$ cat src/rtl/tl_ul_mem_responder_if.sv
// tl_ul_mem_responder_if: TileLink-UL A/D channel bundle; the master drives A fields and d_ready, the slave drives D fields and a_ready
interface tl_ul_mem_responder_if #(
  parameter int SRC_W  = 3,
  parameter int SIZE_W = 2
);
  logic              a_valid;
  logic              a_ready;
  logic [2:0]        a_opcode;
  logic [2:0]        a_param;
  logic [SIZE_W-1:0] a_size;
  logic [SRC_W-1:0]  a_source;
  logic [31:0]       a_address;
  logic [3:0]        a_mask;
  logic [31:0]       a_data;
  logic              a_corrupt;
  logic              d_valid;
  logic              d_ready;
  logic [2:0]        d_opcode;
  logic [1:0]        d_param;
  logic [SIZE_W-1:0] d_size;
  logic [SRC_W-1:0]  d_source;
  logic              d_sink;
  logic              d_denied;
  logic [31:0]       d_data;
  logic              d_corrupt;
  modport master (
    output a_valid, a_opcode, a_param, a_size, a_source, a_address, a_mask, a_data, a_corrupt, d_ready,
    input  a_ready, d_valid, d_opcode, d_param, d_size, d_source, d_sink, d_denied, d_data, d_corrupt
  );
  modport slave (
    input  a_valid, a_opcode, a_param, a_size, a_source, a_address, a_mask, a_data, a_corrupt, d_ready,
    output a_ready, d_valid, d_opcode, d_param, d_size, d_source, d_sink, d_denied, d_data, d_corrupt
  );
endinterface

$ cat src/rtl/tl_ul_mem_responder.sv
// tl_ul_mem_responder: TileLink-UL manager turning Get/PutFull/PutPartial on tl (slave modport) into mem_* accesses on a fixed-latency word RAM; clock/reset sync active-high
module tl_ul_mem_responder #(
  parameter int          SRC_W   = 3,
  parameter int          SIZE_W  = 2,
  parameter logic [31:0] BASE    = 32'h0000_0000,
  parameter int          MEM_AW  = 10,
  parameter int          LATENCY = 1
) (
  input  logic              clock,
  input  logic              reset,
  tl_ul_mem_responder_if.slave tl,
  output logic              mem_en,
  output logic              mem_we,
  output logic [MEM_AW-1:0] mem_addr,
  output logic [31:0]       mem_wdata,
  output logic [3:0]        mem_wmask,
  input  logic [31:0]       mem_rdata
);
  localparam int CW = LATENCY > 1 ? $clog2(LATENCY) : 1;
  typedef enum logic [1:0] {IDLE, ACCESS, WAIT, RESP} state_t;
  state_t state, state_next;
  logic [2:0]        op;
  logic [3:0]        mask;
  logic [31:0]       data;
  logic              corrupt;
  logic [MEM_AW-1:0] idx;
  logic [CW-1:0]     cnt;
  logic [32:0]       off;
  logic [1:0]        amask;
  logic              fire, deny, is_get, wait_done;
  logic [2:0]        d_opcode;
  logic [SIZE_W-1:0] d_size;
  logic [SRC_W-1:0]  d_source;
  logic              d_denied, d_corrupt;
  logic [31:0]       d_data;
  always_comb begin
    fire       = tl.a_valid && state == IDLE;
    off        = {1'b0, tl.a_address} - {1'b0, BASE};
    amask      = tl.a_size == SIZE_W'(2) ? 2'd3 : tl.a_size == SIZE_W'(1) ? 2'd1 : 2'd0;
    deny       = !(tl.a_opcode inside {3'd0, 3'd1, 3'd4}) || tl.a_size > SIZE_W'(2) ||
                 |(tl.a_address[1:0] & amask) || off >= (33'd4 << MEM_AW);
    is_get     = op == 3'd4;
    wait_done  = cnt == CW'(LATENCY - 1);
    state_next = state == IDLE   ? (fire ? (deny ? RESP : ACCESS) : IDLE) :
                 state == ACCESS ? (is_get ? WAIT : RESP) :
                 state == WAIT   ? (wait_done ? RESP : WAIT) :
                 (tl.d_ready ? IDLE : RESP);
  end
  always_ff @(posedge clock) state <= reset ? IDLE : state_next;
  always_ff @(posedge clock) begin
    if (reset) begin
      op        <= '0;
      mask      <= '0;
      data      <= '0;
      corrupt   <= 1'b0;
      idx       <= '0;
      cnt       <= '0;
      d_opcode  <= '0;
      d_size    <= '0;
      d_source  <= '0;
      d_denied  <= 1'b0;
      d_corrupt <= 1'b0;
      d_data    <= '0;
    end else begin
      if (fire) begin
        op        <= tl.a_opcode;
        mask      <= tl.a_mask;
        data      <= tl.a_data;
        corrupt   <= tl.a_corrupt;
        idx       <= off[MEM_AW+1:2];
        d_opcode  <= {2'b0, tl.a_opcode == 3'd4};
        d_size    <= tl.a_size;
        d_source  <= tl.a_source;
        d_denied  <= deny;
        d_corrupt <= deny && tl.a_opcode == 3'd4;
        d_data    <= '0;
      end
      cnt <= state == WAIT ? cnt + 1'b1 : '0;
      if (state == WAIT && wait_done) d_data <= mem_rdata;
    end
  end
  assign mem_en       = state == ACCESS && (is_get || !corrupt);
  assign mem_we       = mem_en && !is_get;
  assign mem_addr     = mem_en ? idx : '0;
  assign mem_wdata    = mem_we ? data : '0;
  assign mem_wmask    = mem_we ? mask : '0;
  assign tl.a_ready   = state == IDLE;
  assign tl.d_valid   = state == RESP;
  assign tl.d_opcode  = d_opcode;
  assign tl.d_param   = 2'd0;
  assign tl.d_size    = d_size;
  assign tl.d_source  = d_source;
  assign tl.d_sink    = 1'b0;
  assign tl.d_denied  = d_denied;
  assign tl.d_data    = d_data;
  assign tl.d_corrupt = d_corrupt;
endmodule

$ cat src/flat_wrapper.sv
// flat-port wrapper written by rule: the top's interface ports become plain ports
module tl_ul_mem_responder_flat 
#(
  parameter int          SRC_W   = 3,
  parameter int          SIZE_W  = 2,
  parameter logic [31:0] BASE    = 32'h0000_0000,
  parameter int          MEM_AW  = 10,
  parameter int          LATENCY = 1
)
  (clock, reset, mem_en, mem_we, mem_addr, mem_wdata, mem_wmask, mem_rdata, tl_a_valid, tl_a_opcode, tl_a_param, tl_a_size, tl_a_source, tl_a_address, tl_a_mask, tl_a_data, tl_a_corrupt, tl_d_ready, tl_a_ready, tl_d_valid, tl_d_opcode, tl_d_param, tl_d_size, tl_d_source, tl_d_sink, tl_d_denied, tl_d_data, tl_d_corrupt);
  tl_ul_mem_responder_if #(.SRC_W(SRC_W), .SIZE_W(SIZE_W)) tl_i ();
  input  logic clock;
  input  logic reset;
  output logic mem_en;
  output logic mem_we;
  output logic [MEM_AW-1:0] mem_addr;
  output logic [31:0] mem_wdata;
  output logic [3:0] mem_wmask;
  input  logic [31:0] mem_rdata;
  input wire logic [$bits(tl_i.a_valid)-1:0] tl_a_valid;
  input wire logic [$bits(tl_i.a_opcode)-1:0] tl_a_opcode;
  input wire logic [$bits(tl_i.a_param)-1:0] tl_a_param;
  input wire logic [$bits(tl_i.a_size)-1:0] tl_a_size;
  input wire logic [$bits(tl_i.a_source)-1:0] tl_a_source;
  input wire logic [$bits(tl_i.a_address)-1:0] tl_a_address;
  input wire logic [$bits(tl_i.a_mask)-1:0] tl_a_mask;
  input wire logic [$bits(tl_i.a_data)-1:0] tl_a_data;
  input wire logic [$bits(tl_i.a_corrupt)-1:0] tl_a_corrupt;
  input wire logic [$bits(tl_i.d_ready)-1:0] tl_d_ready;
  output wire logic [$bits(tl_i.a_ready)-1:0] tl_a_ready;
  output wire logic [$bits(tl_i.d_valid)-1:0] tl_d_valid;
  output wire logic [$bits(tl_i.d_opcode)-1:0] tl_d_opcode;
  output wire logic [$bits(tl_i.d_param)-1:0] tl_d_param;
  output wire logic [$bits(tl_i.d_size)-1:0] tl_d_size;
  output wire logic [$bits(tl_i.d_source)-1:0] tl_d_source;
  output wire logic [$bits(tl_i.d_sink)-1:0] tl_d_sink;
  output wire logic [$bits(tl_i.d_denied)-1:0] tl_d_denied;
  output wire logic [$bits(tl_i.d_data)-1:0] tl_d_data;
  output wire logic [$bits(tl_i.d_corrupt)-1:0] tl_d_corrupt;
  assign tl_i.a_valid = tl_a_valid;
  assign tl_i.a_opcode = tl_a_opcode;
  assign tl_i.a_param = tl_a_param;
  assign tl_i.a_size = tl_a_size;
  assign tl_i.a_source = tl_a_source;
  assign tl_i.a_address = tl_a_address;
  assign tl_i.a_mask = tl_a_mask;
  assign tl_i.a_data = tl_a_data;
  assign tl_i.a_corrupt = tl_a_corrupt;
  assign tl_i.d_ready = tl_d_ready;
  assign tl_a_ready = tl_i.a_ready;
  assign tl_d_valid = tl_i.d_valid;
  assign tl_d_opcode = tl_i.d_opcode;
  assign tl_d_param = tl_i.d_param;
  assign tl_d_size = tl_i.d_size;
  assign tl_d_source = tl_i.d_source;
  assign tl_d_sink = tl_i.d_sink;
  assign tl_d_denied = tl_i.d_denied;
  assign tl_d_data = tl_i.d_data;
  assign tl_d_corrupt = tl_i.d_corrupt;
  tl_ul_mem_responder #(.SRC_W(SRC_W), .SIZE_W(SIZE_W), .BASE(BASE), .MEM_AW(MEM_AW), .LATENCY(LATENCY)) u_core (.clock(clock), .reset(reset), .tl(tl_i), .mem_en(mem_en), .mem_we(mem_we), .mem_addr(mem_addr), .mem_wdata(mem_wdata), .mem_wmask(mem_wmask), .mem_rdata(mem_rdata));
endmodule
$ cat config.mk
export PLATFORM = sky130hd
export DESIGN_NAME = tl_ul_mem_responder_flat
export DESIGN_NICKNAME = d
export VERILOG_FILES = /design/src/rtl/tl_ul_mem_responder_if.sv /design/src/rtl/tl_ul_mem_responder.sv /design/src/flat_wrapper.sv
export SDC_FILE = /design/constraint.sdc
export NUM_CORES = 1
export LEC_CHECK = 0
export CORE_UTILIZATION = 34
export DETAILED_ROUTE_END_ITERATION = 10
export GPL_ROUTABILITY_DRIVEN = 0
export GPL_TIMING_DRIVEN = 0
export PLACE_DENSITY = 0.76
export RECOVER_POWER = 25
export SLEW_MARGIN = 20
export SYNTH_ARGS = -nofsm -noshare
export SYNTH_HDL_FRONTEND = slang
export SYNTH_SLANG_ARGS = --single-unit
$ cat constraint.sdc
create_clock -name clock -period 1.3 [get_ports clock]
set_input_delay 0.13 -clock clock [delete_from_list [all_inputs] [get_ports clock]]
set_output_delay 0.13 -clock clock [all_outputs]
set_load 0.01 [all_outputs]
* Word-level counts from Yosys, hierarchy flattened
Cells that the tools add are included.
Storage, ports and cells: bits in registers 93, bits of input ports 116, output and inout port bits 95
Cells by class: add/subtract/negate cells 1, order comparisons 2, eq/ne operators 8, multiplexer cells 15, bitwise gates (word level) 3, reductions and logical operators 18
Operators by type and width (count):
- $mux 32 | 3
- $ge 32x13->1 const B | 1
- $mux 2 | 7
- $mux 10 | 1
- $eq 2x2->1 const B | 3
- $eq 3x3->1 const B | 2
- $logic_and 1x1->1 | 5
- $eq 2x1->1 const B | 2
- $logic_or 1x1->1 | 4
- $mux 4 | 1
- $reduce_or 2->1 | 2
- $eq 3x1->1 const B | 1
- $logic_not 1->1 | 3
- $logic_not 3->1 | 1
- $mux 1 | 3
- $reduce_bool 3->1 | 1
- $and 2x2->2 | 1
- $gt 2x2->1 const B | 1
- $logic_not 2->1 | 1
- $not 1->1 | 2
- $reduce_bool 2->1 | 1
- $add 1x1->1 const B | 1

* Depth between registers and ports, before layout
depth in word-level cells 10, mapped depth 6, gate-level depth less buffers 6

* Least setup slack after synthesis
OpenSTA, ideal clock, no wires.
path kind reg2out, start point register u_core.op[0], end point output port mem_addr[0], arrival time 1.230 ns, path slack -0.060 ns, stages on the path, launching flop included 6, path through dfxtp_1 -> nor3b_2 -> nor2b_1 -> nor2_1 -> clkbuf_1 -> and2_1
Between the ends: cells in the longest elaborated chain, start to end 4
RTL lines:
- start: declaration | RTL line tl_ul_mem_responder.sv:22 | logic [2:0] op;
- start signal: assignment | RTL line tl_ul_mem_responder.sv:66 | op <= tl.a_opcode;
- $eq 3x3->1 | RTL line tl_ul_mem_responder.sv:42 | is_get = op == 3'd4;
- $logic_or 1x1->1 | RTL line tl_ul_mem_responder.sv:82 | assign mem_en = state == ACCESS && (is_get || !corrupt);
- $logic_and 1x1->1 | RTL line tl_ul_mem_responder.sv:82
- via mem_en | RTL line flat_wrapper.sv:14 | output logic mem_en;
- $mux 10 | RTL line tl_ul_mem_responder.sv:84 | assign mem_addr = mem_en ? idx : '0;
- end: declaration | RTL line flat_wrapper.sv:16 | output logic [MEM_AW-1:0] mem_addr;
The timed path passes the listed nets, and every way through them passes these cells.

* Worst setup path after layout
start point register u_core.op[2], end point output port mem_wdata[12]
Between the ends: cells in the longest elaborated chain, start to end 5, elaborated cells between the ends (all ways) 6
RTL lines:
- $eq 3x3->1 * | RTL line tl_ul_mem_responder.sv:42
- $logic_or 1x1->1 | RTL line tl_ul_mem_responder.sv:82
- $logic_and 1x1->1 | RTL line tl_ul_mem_responder.sv:82
- $logic_and 1x1->1 * | RTL line tl_ul_mem_responder.sv:83 | assign mem_we = mem_en && !is_get;
- $mux 32 * | RTL line tl_ul_mem_responder.sv:85 | assign mem_wdata = mem_we ? data : '0;
- end: declaration | RTL line flat_wrapper.sv:17 | output logic [31:0] mem_wdata;
Mark *: on every way between the ends. The rest lies on a longest branch, timed or not.

==> results summary <==
TritonCTS built the clock tree. The count of inserted antenna diode cells is 0. Of the cells placed in the final design, the portion with a size suffix greater than 1 is 0.376. The overall via count from detail_route is 3,835.

The tree is rooted in a clkbuf_8. The synthesis-stage register bit count is 93. In this run the worst path has a maximum fanout of 8. The data arrival time of the worst path is ~1.6 ns. The post-cts hold buffer count is 0. The placed standard-cell area is around 6000 sq um. The critical path required time came out at 1.17 ns. The starting utilization of the core area came out at 0.351.

The largest net degree at the start of global routing came out at 16. The worst setup path is captured at an output port. From bottom edge to top edge, the die measures 105 um. The beginning of the critical path is u_core.op[2].

In this run, distinct cell masters in the synthesized netlist total 28. The fraction of the cycle the final worst path needs came out at 1.36. The floorplan step defined a die boundary enclosing about 11,000 sq um.

In this run the critical register-to-register path is captured at u_core.tl.d_data[20]. The wire length of the first global-routing pass came out at approximately 18,000 um. The run finished, with violations left. Setup violations remaining at the end of the flow were counted as roughly 130. Summed over all layers, the global routing overflow is 0. The number of clock buffers inserted by TritonCTS is 9. Including well taps, the total number of placed cells is roughly 760. The worst-case vdd ir drop came out at roughly 0.00071 V. For this run, the slowest stage of the critical path takes between 0.3 and 0.4 ns. Among all stages on the critical path, the largest delay is contributed by dfxtp_2.

The total of max-cap violations is 0. Across all hold checks on the routed design, the worst slack comes to between 0.2 and 0.25 ns. The residual DRC count came out at 0.

The synthesized instance count is between 400 and 500. The worst setup path is launched from a register. The setup slack of the worst register-to-register path came out at -0.17 ns.

The count of placed standard cells in the final layout, fillers left out came out at 804. The number of antenna violations at the first check in global routing is 0. The count of endpoints failing hold in the final timing report came to 0. The final worst clock skew came out at between 0.007 and 0.008 ns. The buffer levels on the longest clock path came out at 2.

The most frequent standard cell in the layout excluding fill and tap cells is clkdlybuf4s50_1. For this run, the detailed router's first-pass iteration total came to 4. The cell count of the worst reg-to-reg path is 7.

The number of buffer cells added on primary ports came out at approximately 200. The area growth from synthesis to layout is 95.1%. The CTS H-tree depth is 3. The sequential area share after synthesis is 0.513.

The most frequent cell on the critical path is buf_6. The horizontal extent of the die came out at 105 um. The worst setup path is of the register to output port kind.

The cell row count came out at 37. The checks that failed: setup timing. Setup repair after global routing could not meet its margin everywhere.

The max-slew violation count is 0. The sum of net half-perimeters after detailed placement came out at approximately 8400 um. The global-route usage over all layers is 0.211. In this run the mean area of a mapped cell was between 8 and 9 sq um.

The clock latency of the later-clocked register in the worst-skew pair came out at about 0.36 ns. The total number of yosys warnings came out at 0. The core area is between 10,000 and 15,000 sq um. Dividing the detail-routed via count by the number of cells gives approximately 4.8. The worst hold path belongs to the class primary input to register. The standby leakage power is ~3.1 nW. The detail route stage leaves a number of antenna-violating nets equal to 0. The clock-pin slew on the worst setup and hold paths is around 0.090 ns.

Traced cell by cell, the critical path runs through nor3b_4 -> buf_6 -> nor3_4 -> buf_6 -> buf_6 -> and2_4 -> buf_6. The launch point of the worst reg-to-reg path is u_core.state[1]. The starting DRC count in detailed routing is 125. The number of sinks on the clock net is 93. The final layout contains routed wiring with a total length of between 10,000 and 15,000 um.

The most critical setup path has its endpoint at mem_wdata[12]. The placement-stage worst setup slack came out at -0.789 ns. The smallest clock period supported by the final layout is computed as roughly 1.8 ns.

211 I/O pins were placed. The post-route worst setup slack is -0.463 ns. In this run the power density over the cells is 1100 nW/um^2. The final design area excluding fillers is 7070 sq um.

Dividing the detail-routed wire length by the instance count gives 15.5 um. The final net count is slightly below 800. The maximum frequency from static timing analysis came out at 567 MHz. In the layout the commonest cells are 110 x clkdlybuf4s50_1, 88 x dfxtp_1, 86 x nand2_1. The via count of the first global-routing pass is between 3,000 and 4,000. The netlist area before placement came out at between 3000 and 4000 sq um.
==> critical path: cells and delay by family (launching register included) <==
kind                   cells  cell delay [ns]
and+or+nand+nor            3             0.44
DFF                        1             0.33
buffers and inverters      4             0.51
==> synth_stat cells <==
master	count	area, sq um
mux4_2	1	22.5
o31ai_1	2	15.0
dfxtp_1	93	1860
and2_1	47	294
nor3_2	1	10.0
buf_6	2	22.5
conb_1	1	3.75
a22oi_1	2	15.0
ha_1	2	25.0
buf_2	13	65.1
nand3_1	3	15.0
nor3_4	1	16.3
nor4_1	5	31.3
nor2b_1	2	12.5
a22o_1	31	272
nand3b_1	1	7.51
nor3_1	1	5.00
buf_8	1	15.0
nand2_1	113	424
nor2_1	8	30.0
inv_1	2	7.51
nor3b_2	3	37.5
a211oi_1	1	7.51
buf_4	10	75.1
clkbuf_1	9	33.8
nand2b_1	2	12.5
a211o_1	1	8.76
a21oi_1	56	280
==> report_power, final <==
part | total (mW) | internal [mW] | switching [mW] | leakage, nW
clock network | 2.06 | 1.07 | 0.993 | 0.101
logic | 2.46 | 1.40 | 1.06 | 2.24
registers | 3.26 | 3.11 | 0.152 | 0.762
==> sequential cells by signal (all words and copies together) (netlist names), 2 cells and up <==
register / count
u_core.mask: 4
u_core.op: 3
u_core.data: 32
u_core.state: 2
u_core.tl.d_source: 3
u_core.tl.d_size: 2
u_core.idx: 10
u_core.tl.d_data: 32
==> logic make-up (layout without fill, tap and decap cells) <==
family / count (synthesis) / after routing / share of synthesized area
buffers and inverters: 37 / 287 / 0.0604
flip-flops: 93 / 93 / 0.513
adder cells (fa/ha/maj): 2 / 2 / 0.00690
AND/OR/NAND/NOR: 187 / 187 / 0.247
multiplexers: 1 / 1 / 0.00621
AO/OA/AOI/OAI: 93 / 93 / 0.165
other: 1 / 5 / 0.00103
==> area by class of cell <==
| class | count | area, sq um |
|---|---|---|
| Buffer | 34 | 329 |
| Clock buffer | 9 | 124 |
| Clock inverter | 6 | 88.8 |
| Fill cell | 802 | 3250 |
| Inverter | 2 | 7.51 |
| Multi-Input combinational cell | 288 | 2040 |
| Sequential cell | 93 | 1870 |
| Tap cell | 136 | 170 |
| Timing Repair Buffer | 236 | 2440 |
==> what timing repair did <==
action	in CTS	in global routing
endpoints found under the setup margin	183	142
buffers inserted	15	9
pin swaps	49	81
gates resized for setup	364	147
cloned	6	5
==> metal layers <==
metal	wire, um	vias up	GRT usage
met2	6510	162	0.378
met3	845	20	0.0649
met5	0	-	0
met4	268	0	0.0825
li1	-	1872	-
met1	4800	1781	0.232
==> how the worst min path moves through the flow <==
stage | startpoint | end | cells past startpoint
final | tl_a_size[1] | u_core.tl.d_size[1] | 3
after CTS | tl_a_size[1] | u_core.tl.d_size[1] | 3
after detailed placement | u_core.data[5] | u_core.data[5] | 2
after global placement | u_core.data[12] | u_core.data[12] | 2
after global routing | tl_a_size[1] | u_core.tl.d_size[1] | 3
after floorplan | mem_rdata[23] | u_core.tl.d_data[23] | 1
==> metrics by stage <==
step	power [mW]	util	setup TNS, ns
2_1_floorplan	4.08	-	0
3_3_place_gp	4.97	0.565	-77.60
3_5_place_dp	5.01	0.565	-78.23
4_1_cts	7.34	0.617	-29.04
5_1_grt	8.17	0.685	-36.73
6_report	7.79	0.685	-27.21
(Power assumes the default switching activity.)
